==> src/rtl/cond_exec_unit.sv <==
// Execute-stage condition unit: NZCV flag register, condition evaluation,
// write-enable gating and a Thumb-style IT block tracker.
module cond_exec_unit #(
    parameter int unsigned FLAGWR_W = 2,
    parameter bit          NV_MODE  = 1'b0,
    parameter bit          IT_EN    = 1'b1
) (
    input  logic                clk,
    input  logic                reset,
    input  logic                StallE,
    input  logic                FlushE,
    input  logic [3:0]          CondE,
    input  logic [FLAGWR_W-1:0] FlagWriteE,
    input  logic [3:0]          ALUFlags,
    input  logic                PCSrcE,
    input  logic                RegWriteE,
    input  logic                MemWriteE,
    input  logic                ITLoadE,
    input  logic [3:0]          ITFirstCond,
    input  logic [2:0]          ITLen,
    input  logic [3:0]          ITPattern,
    output logic                CondExE,
    output logic                PCSrcOut,
    output logic                RegWriteOut,
    output logic                MemWriteOut,
    output logic [3:0]          Flags,
    output logic                InITBlock,
    output logic [2:0]          ITCount
);
    logic [3:0] flags_q;
    logic [3:0] flag_mask;
    logic [3:0] it_pattern_q;
    logic [3:0] it_base_q;
    logic [3:0] eff_cond;
    logic [2:0] it_count_q;
    logic [2:0] it_len_clamped;
    logic       it_load;
    logic       it_active;
    logic       force_false;
    logic       cond_pass;
    logic       advance;

    generate
        if (FLAGWR_W == 2) begin : g_fw2
            assign flag_mask = {FlagWriteE[1], FlagWriteE[1], FlagWriteE[0], FlagWriteE[0]};
        end else if (FLAGWR_W == 4) begin : g_fw4
            assign flag_mask = FlagWriteE;
        end else begin : g_fw_bad
            $error("cond_exec_unit: FLAGWR_W must be 2 or 4");
        end
    endgenerate

    function automatic logic eval_cond(input logic [3:0] c, input logic [3:0] f);
        logic n, z, cf, v;
        {n, z, cf, v} = f;
        case (c)
            4'b0000: eval_cond = z;
            4'b0001: eval_cond = !z;
            4'b0010: eval_cond = cf;
            4'b0011: eval_cond = !cf;
            4'b0100: eval_cond = n;
            4'b0101: eval_cond = !n;
            4'b0110: eval_cond = v;
            4'b0111: eval_cond = !v;
            4'b1000: eval_cond = cf && !z;
            4'b1001: eval_cond = !(cf && !z);
            4'b1010: eval_cond = (n == v);
            4'b1011: eval_cond = (n != v);
            4'b1100: eval_cond = !z && (n == v);
            4'b1101: eval_cond = !(!z && (n == v));
            4'b1110: eval_cond = 1'b1;
            default: eval_cond = NV_MODE;
        endcase
    endfunction

    assign it_load        = IT_EN && ITLoadE;
    assign advance        = !StallE && !FlushE;
    assign it_len_clamped = (ITLen > 3'd4) ? 3'd4 : ITLen;

    // Inside a block the slot condition replaces CondE; an Else slot of AL never executes.
    always_comb begin
        it_active   = (it_count_q != 3'd0);
        force_false = 1'b0;
        eff_cond    = CondE;
        if (it_active) begin
            if (it_pattern_q[0]) begin
                eff_cond = it_base_q;
            end else begin
                eff_cond    = {it_base_q[3:1], ~it_base_q[0]};
                force_false = (it_base_q == 4'b1110);
            end
        end
        cond_pass = eval_cond(eff_cond, flags_q) && !force_false;
        if (FlushE)
            CondExE = 1'b0;
        else if (it_load)
            CondExE = 1'b1;
        else
            CondExE = cond_pass;
    end

    assign PCSrcOut    = PCSrcE && CondExE;
    assign RegWriteOut = RegWriteE && CondExE;
    assign MemWriteOut = MemWriteE && CondExE;
    assign Flags       = flags_q;
    assign ITCount     = it_count_q;
    assign InITBlock   = it_active;

    always_ff @(posedge clk or negedge reset) begin
        if (!reset) begin
            flags_q      <= '0;
            it_count_q   <= '0;
            it_pattern_q <= '0;
            it_base_q    <= '0;
        end else if (advance) begin
            if (CondExE)
                flags_q <= (flags_q & ~flag_mask) | (ALUFlags & flag_mask);
            // A new IT load abandons any block in progress; a taken branch aborts it.
            if (it_load) begin
                if (ITLen != 3'd0) begin
                    it_count_q   <= it_len_clamped;
                    it_pattern_q <= ITPattern | 4'b0001;
                    it_base_q    <= ITFirstCond;
                end
            end else if (it_active) begin
                it_count_q   <= PCSrcOut ? 3'd0 : it_count_q - 3'd1;
                it_pattern_q <= {1'b0, it_pattern_q[3:1]};
            end
        end
    end
endmodule

==> config.mk <==
export PLATFORM = sky130hd
export DESIGN_NAME = cond_exec_unit
export DESIGN_NICKNAME = d
export VERILOG_FILES = /design/src/rtl/cond_exec_unit.sv
export SDC_FILE = /design/constraint.sdc
export NUM_CORES = 1
export LEC_CHECK = 0
export CORE_UTILIZATION = 49
export DETAILED_ROUTE_END_ITERATION = 10
export PLACE_DENSITY = 0.85
export SETUP_SLACK_MARGIN = 0.15
export SLEW_MARGIN = 20
export SYNTH_ARGS = -nofsm -noshare
export SYNTH_HDL_FRONTEND = slang
export SYNTH_SLANG_ARGS = --single-unit
export TNS_END_PERCENT = 100
==> constraint.sdc <==
create_clock -name clk -period 4.7 [get_ports clk]
set_input_delay 0.94 -clock clk [delete_from_list [all_inputs] [get_ports clk]]
set_output_delay 0.94 -clock clk [all_outputs]
set_load 0.005 [all_outputs]
[Word-level counts from Yosys, hierarchy flattened]
Cells that the tools add are included.
Cells by class
  muxes and demuxes: 15
  add/subtract/negate cells: 1
  magnitude comparators: 1
  equal/unequal tests: 18
  div/mod/pow operators: 0
  bitwise logic cells: 5
  reductions and logical operators: 23
  multiply operators: 0
  shift-type cells: 0
Operator list (count)
  $eq 4x4->1 const B: 8
  $eq 4x3->1 const B: 4
  $mux 4: 4
  $mux 3: 5
  $pmux 1 s15: 1
  $logic_not 1->1: 9
  $and 4x4->4: 2
  $eq 4x2->1 const B: 2
  $logic_and 1x1->1: 7
  $reduce_and 3->1: 2
  $reduce_bool 3->1: 2
  $mux 1: 5
  $eq 4x1->1 const B: 1
  $logic_not 4->1: 1
  $not 4->4: 1
  $or 4x4->4: 1
  $gt 3x3->1 const B: 1
  $sub 3x1->3 const B: 1
  $ne 2x1->1 const B: 1
  $reduce_and 2->1: 1
  $reduce_bool 2->1: 1
  $eq 1x1->1: 1
  $ne 1x1->1: 1
  $not 1->1: 1
Word-level totals
  latch bits: 0
  memories kept: 0
  bits in read-only memories: 0
  RAM bits: 0
  output and inout port bits: 12
  logic and storage cells: 67
  register bits after elaboration: 15

[Longest topological paths before layout]
  word-level depth: 12
  depth in mapped cells: 10
  mapped depth without buffers: 9

[Worst setup path after synthesis]
Ideal clock, no wire load.
  path type: input -> output
  from: input port CondE[2]
  to: output port MemWriteOut
  cell stages on the path: 6
  buffers on the path: 0
  data arrival time: 2.162 ns
  required time: 3.760 ns
  setup slack: 1.598 ns
  path through: or4b_1 o31ai_1 nand4_1 nand4_4 nor3_4 nor3b_1
On the way
  word-level cells in the longest chain between the ends: 7
  elaborated cells on any way between the ends: 21
  classes of those cells: 14 x eq/ne; 4 x mux; 3 x reduce/logical
RTL lines
  from (decl): RTL line 12  | input logic [3:0] CondE,
  $mux 4 (*): RTL line 85  | if (it_active) begin
  $eq 4x4->1 (tied with other cells): RTL line 56  | case (c)
  $pmux 1 s15 (*): RTL line 56
  $logic_and 1x1->1 (*): RTL line 93  | cond_pass = eval_cond(eff_cond, flags_q) && !force_false;
  $mux 1 (*): RTL line 96  | else if (it_load)
  $mux 1 (*): RTL line 94  | if (FlushE)
  $logic_and 1x1->1 (*): RTL line 104  | assign MemWriteOut = MemWriteE && CondExE;
  to (decl): RTL line 25  | output logic MemWriteOut,
Mark *: on every way between the ends. The rest lies on a longest branch, timed or not.

[Worst setup path after layout]
  from: input port CondE[1]
  to: output port MemWriteOut
Same word-level chain as after synthesis.

==> impl_metrics.ini <==
[run_status]
status = complete, no violations

[critical_path]
path_class = in2out
cp.depth = 8
worst_r2r_startpoint = ITCount[0]
regToRegSetupSlack_ns = 1.93
crit_top_cell = clkdlybuf4s50_1
crit_path_end_kind = output port
crit_end = MemWriteOut
cp-start-kind = primary input
slowest_stage = clkdlybuf4s50_1
crit_path_start = CondE[1]
max_stage_delay_ns = 0.54
cp_max_fo = 5
worst-path-buf-inv = 2
crit_required_ns = 3.76
cpLargestDelayFamily = buffers and inverters
crit_chain = clkdlybuf4s50_1, and3b_1, a21o_1, a211oi_1, o21a_2, nor3_4, nor3b_1, clkdlybuf4s50_1
cp.arrival_ns = 3.30
reg2reg_depth = 9

[synth]
netlist_top_cells_area = dfrtp_1, o21ai_0, mux2_1
synth_cell_type_count = 52
synth_most_common_cell = dfrtp_1
yosysWarnings = 0
synth_area_um2 = 1210
yosys.area.top_type = dfrtp_1
seq_area_frac_synth_pct = 31.1
synth_cells = 123
synth_nets = 154
avgSynthCellArea_um2 = 9.82
ys_async_sr_fraction_pct = 100
synth_top_flop_cell = dfrtp_1
yosys.area.top_type_share_pct = 31.1
yosys-top-cells-count = dfrtp_1, nand2_1, nor2_1, o21ai_0, inv_1
ys_seq_elements = 15
synth-edff-count = 0

[power_and_ir_drop]
clock_power_share_pct = 9.2
peakVddDrop_v = 0.000360
power.share.switching_pct = 44.5
power_switching_mw = 0.391
p_leak_nw = 0.666
pwr-share-seq_pct = 27.2
comb_power_share_pct = 63.6
intPower_mw = 0.488
power_density_nw_per_um2 = 536

[grt]
grt_overflow = 0
grt_usage_pct = 26.8
antenna_found_initial = 0
grt_pass1_vias = 1157
grt_max_degree = 16
grt_pass1_wl_um = 5170

[cells_and_area]
diodes = 0
post_route_cells_drive_above_1_share_pct = 12.3
fin_area_um2 = 1640
fin_nets = 194
area.growth.synth_to_final_pct = 35.9
num-fill-cells = 163
final_cells = 190

[clock_tree]
hold_buffers = 0
htreeDepth = 1
root_buffer = clkbuf_4
clk_pin_slew_ns = 0.11
clk_path_buf_depth = 2
postCtsSetupBuffers = 0
clkSinkCount = 15
clkLatencyLatePin_ns = 0.30
cts-resized-gates = 0
cts_tree = yes
cts_buffers = 3

[place]
io_buffers = 39
place_inst = 186
dpl.hpwl_um = 2450
dpl-instance-area_um2 = 1610
place_congestion = 1.03

[timing]
finalCritPeriodShare_pct = 90.3
rsz0062_at_grt = false
fin_tns_setup_ns = 0
fin_crit_ns = 4.24
tightest_slew_ns = 0.723
max_freq_mhz = 236
drv_slew = 0
relSlewSlack_pct = 51.6
setup_viol = 0
clock-skew-final_ns = 0.0107
hold_viol_final = 0

[route]
first_pass_iters = 4
drt_iter0_markers = 15
vias = 1179
wl_per_cell_um = 16.6
ant_nets = 0
vias_per_cell = 6.21
wirelength_um = 3150
drc = 0

[die]
io_pins = 41
coreArea_um2 = 2280
rows = 17
start_util_pct = 53.1
die-area_um2 = 2670
die_h_um = 51.6
die_x_um = 51.6

[worst_hold_path]
hold_class = reg2reg

[run]
cap_violations = 0
-- worst reg2reg max path: cells and delay by family, from the launching register on --
family | cells | cell delay (ns)
muxes | 3 | 0.99
buffers and inverters | 2 | 0.23
and+or+nand+nor | 1 | 0.27
AOI/OAI and AO/OA | 2 | 0.47
adders and majority gates | 1 | 0.28
DFF | 1 | 0.40
-- power groups by stage --
stage	Clock, mW	Combinational [mW]	Sequential, mW
floorplan	0	0.377	0.226
global placement	0	0.522	0.235
detailed placement	0	0.552	0.240
CTS	0.0817	0.556	0.237
global route	0.0898	0.605	0.245
finish	0.0808	0.559	0.239
-- kinds of logic after synthesis --
family                     synth area share (%)
AOI/OAI and AO/OA                          24.2
xor gates and xnor gates                   4.15
adders and majority gates                  2.07
buffers and inverters                      4.56
DFF                                        31.1
muxes                                      10.2
and+or+nand+nor                            23.7
-- routing by layer --
layer	global-route usage [%]	vias up	routed length, um
met5	0	-	0
met4	14.0	0	102
met3	5.26	13	183
met2	47.2	50	1630
met1	30.4	575	1240
li1	-	541	-
-- per-stage QoR --
step	util (%)	worst slack [ns]	hold slack [ns]	total power, mW
floorplan	-	1.60	0.438	0.602
global placement	70.8	0.593	0.451	0.757
detailed placement	70.8	0.492	0.459	0.791
CTS	72.1	0.472	0.484	0.875
global route	72.1	0.299	0.531	0.939
finish	72.1	0.458	0.485	0.879
-- cell type report --
| type | instances | area (um^2) | share of cell area (%) |
|---|---|---|---|
| sequential | 15 | 375 | 22.9 |
| clock buffer | 3 | 22.5 | 1.37 |
| clock inverter | 1 | 7.51 | 0.458 |
| timing repair buffer | 39 | 390 | 23.8 |
| inverter | 8 | 32.5 | 1.98 |
| tap | 28 | 35.0 | 2.14 |
| multi-input combinational | 96 | 777 | 47.4 |
-- cells in the final DEF, fill, tap and decap left out, types with 3 or more instances in the layout --
cell	Yosys	routed
clkdlybuf4s50_1	0	39
dfrtp_1	15	15
nand2_1	11	11
o21ai_0	9	9
nor2_1	9	9
inv_1	7	7
nor3_1	4	4
mux2i_1	4	4
a211oi_1	4	4
nor3b_1	4	4
mux2_1	4	4
nor2b_1	3	3
clkbuf_4	0	3
-- worst min-delay path by stage --
stage | depth (start not counted) | from | end | slack (ns)
after floorplan | 2 | it_pattern_q[3] | it_pattern_q[3] | 0.44
after global placement | 2 | it_pattern_q[3] | it_pattern_q[3] | 0.45
after detailed placement | 2 | it_pattern_q[3] | it_pattern_q[3] | 0.46
after CTS | 2 | it_pattern_q[3] | it_pattern_q[3] | 0.48
after global routing | 2 | it_pattern_q[1] | it_pattern_q[1] | 0.53
final | 2 | it_pattern_q[3] | it_pattern_q[3] | 0.48
Power figures use the tool's default switching activity.
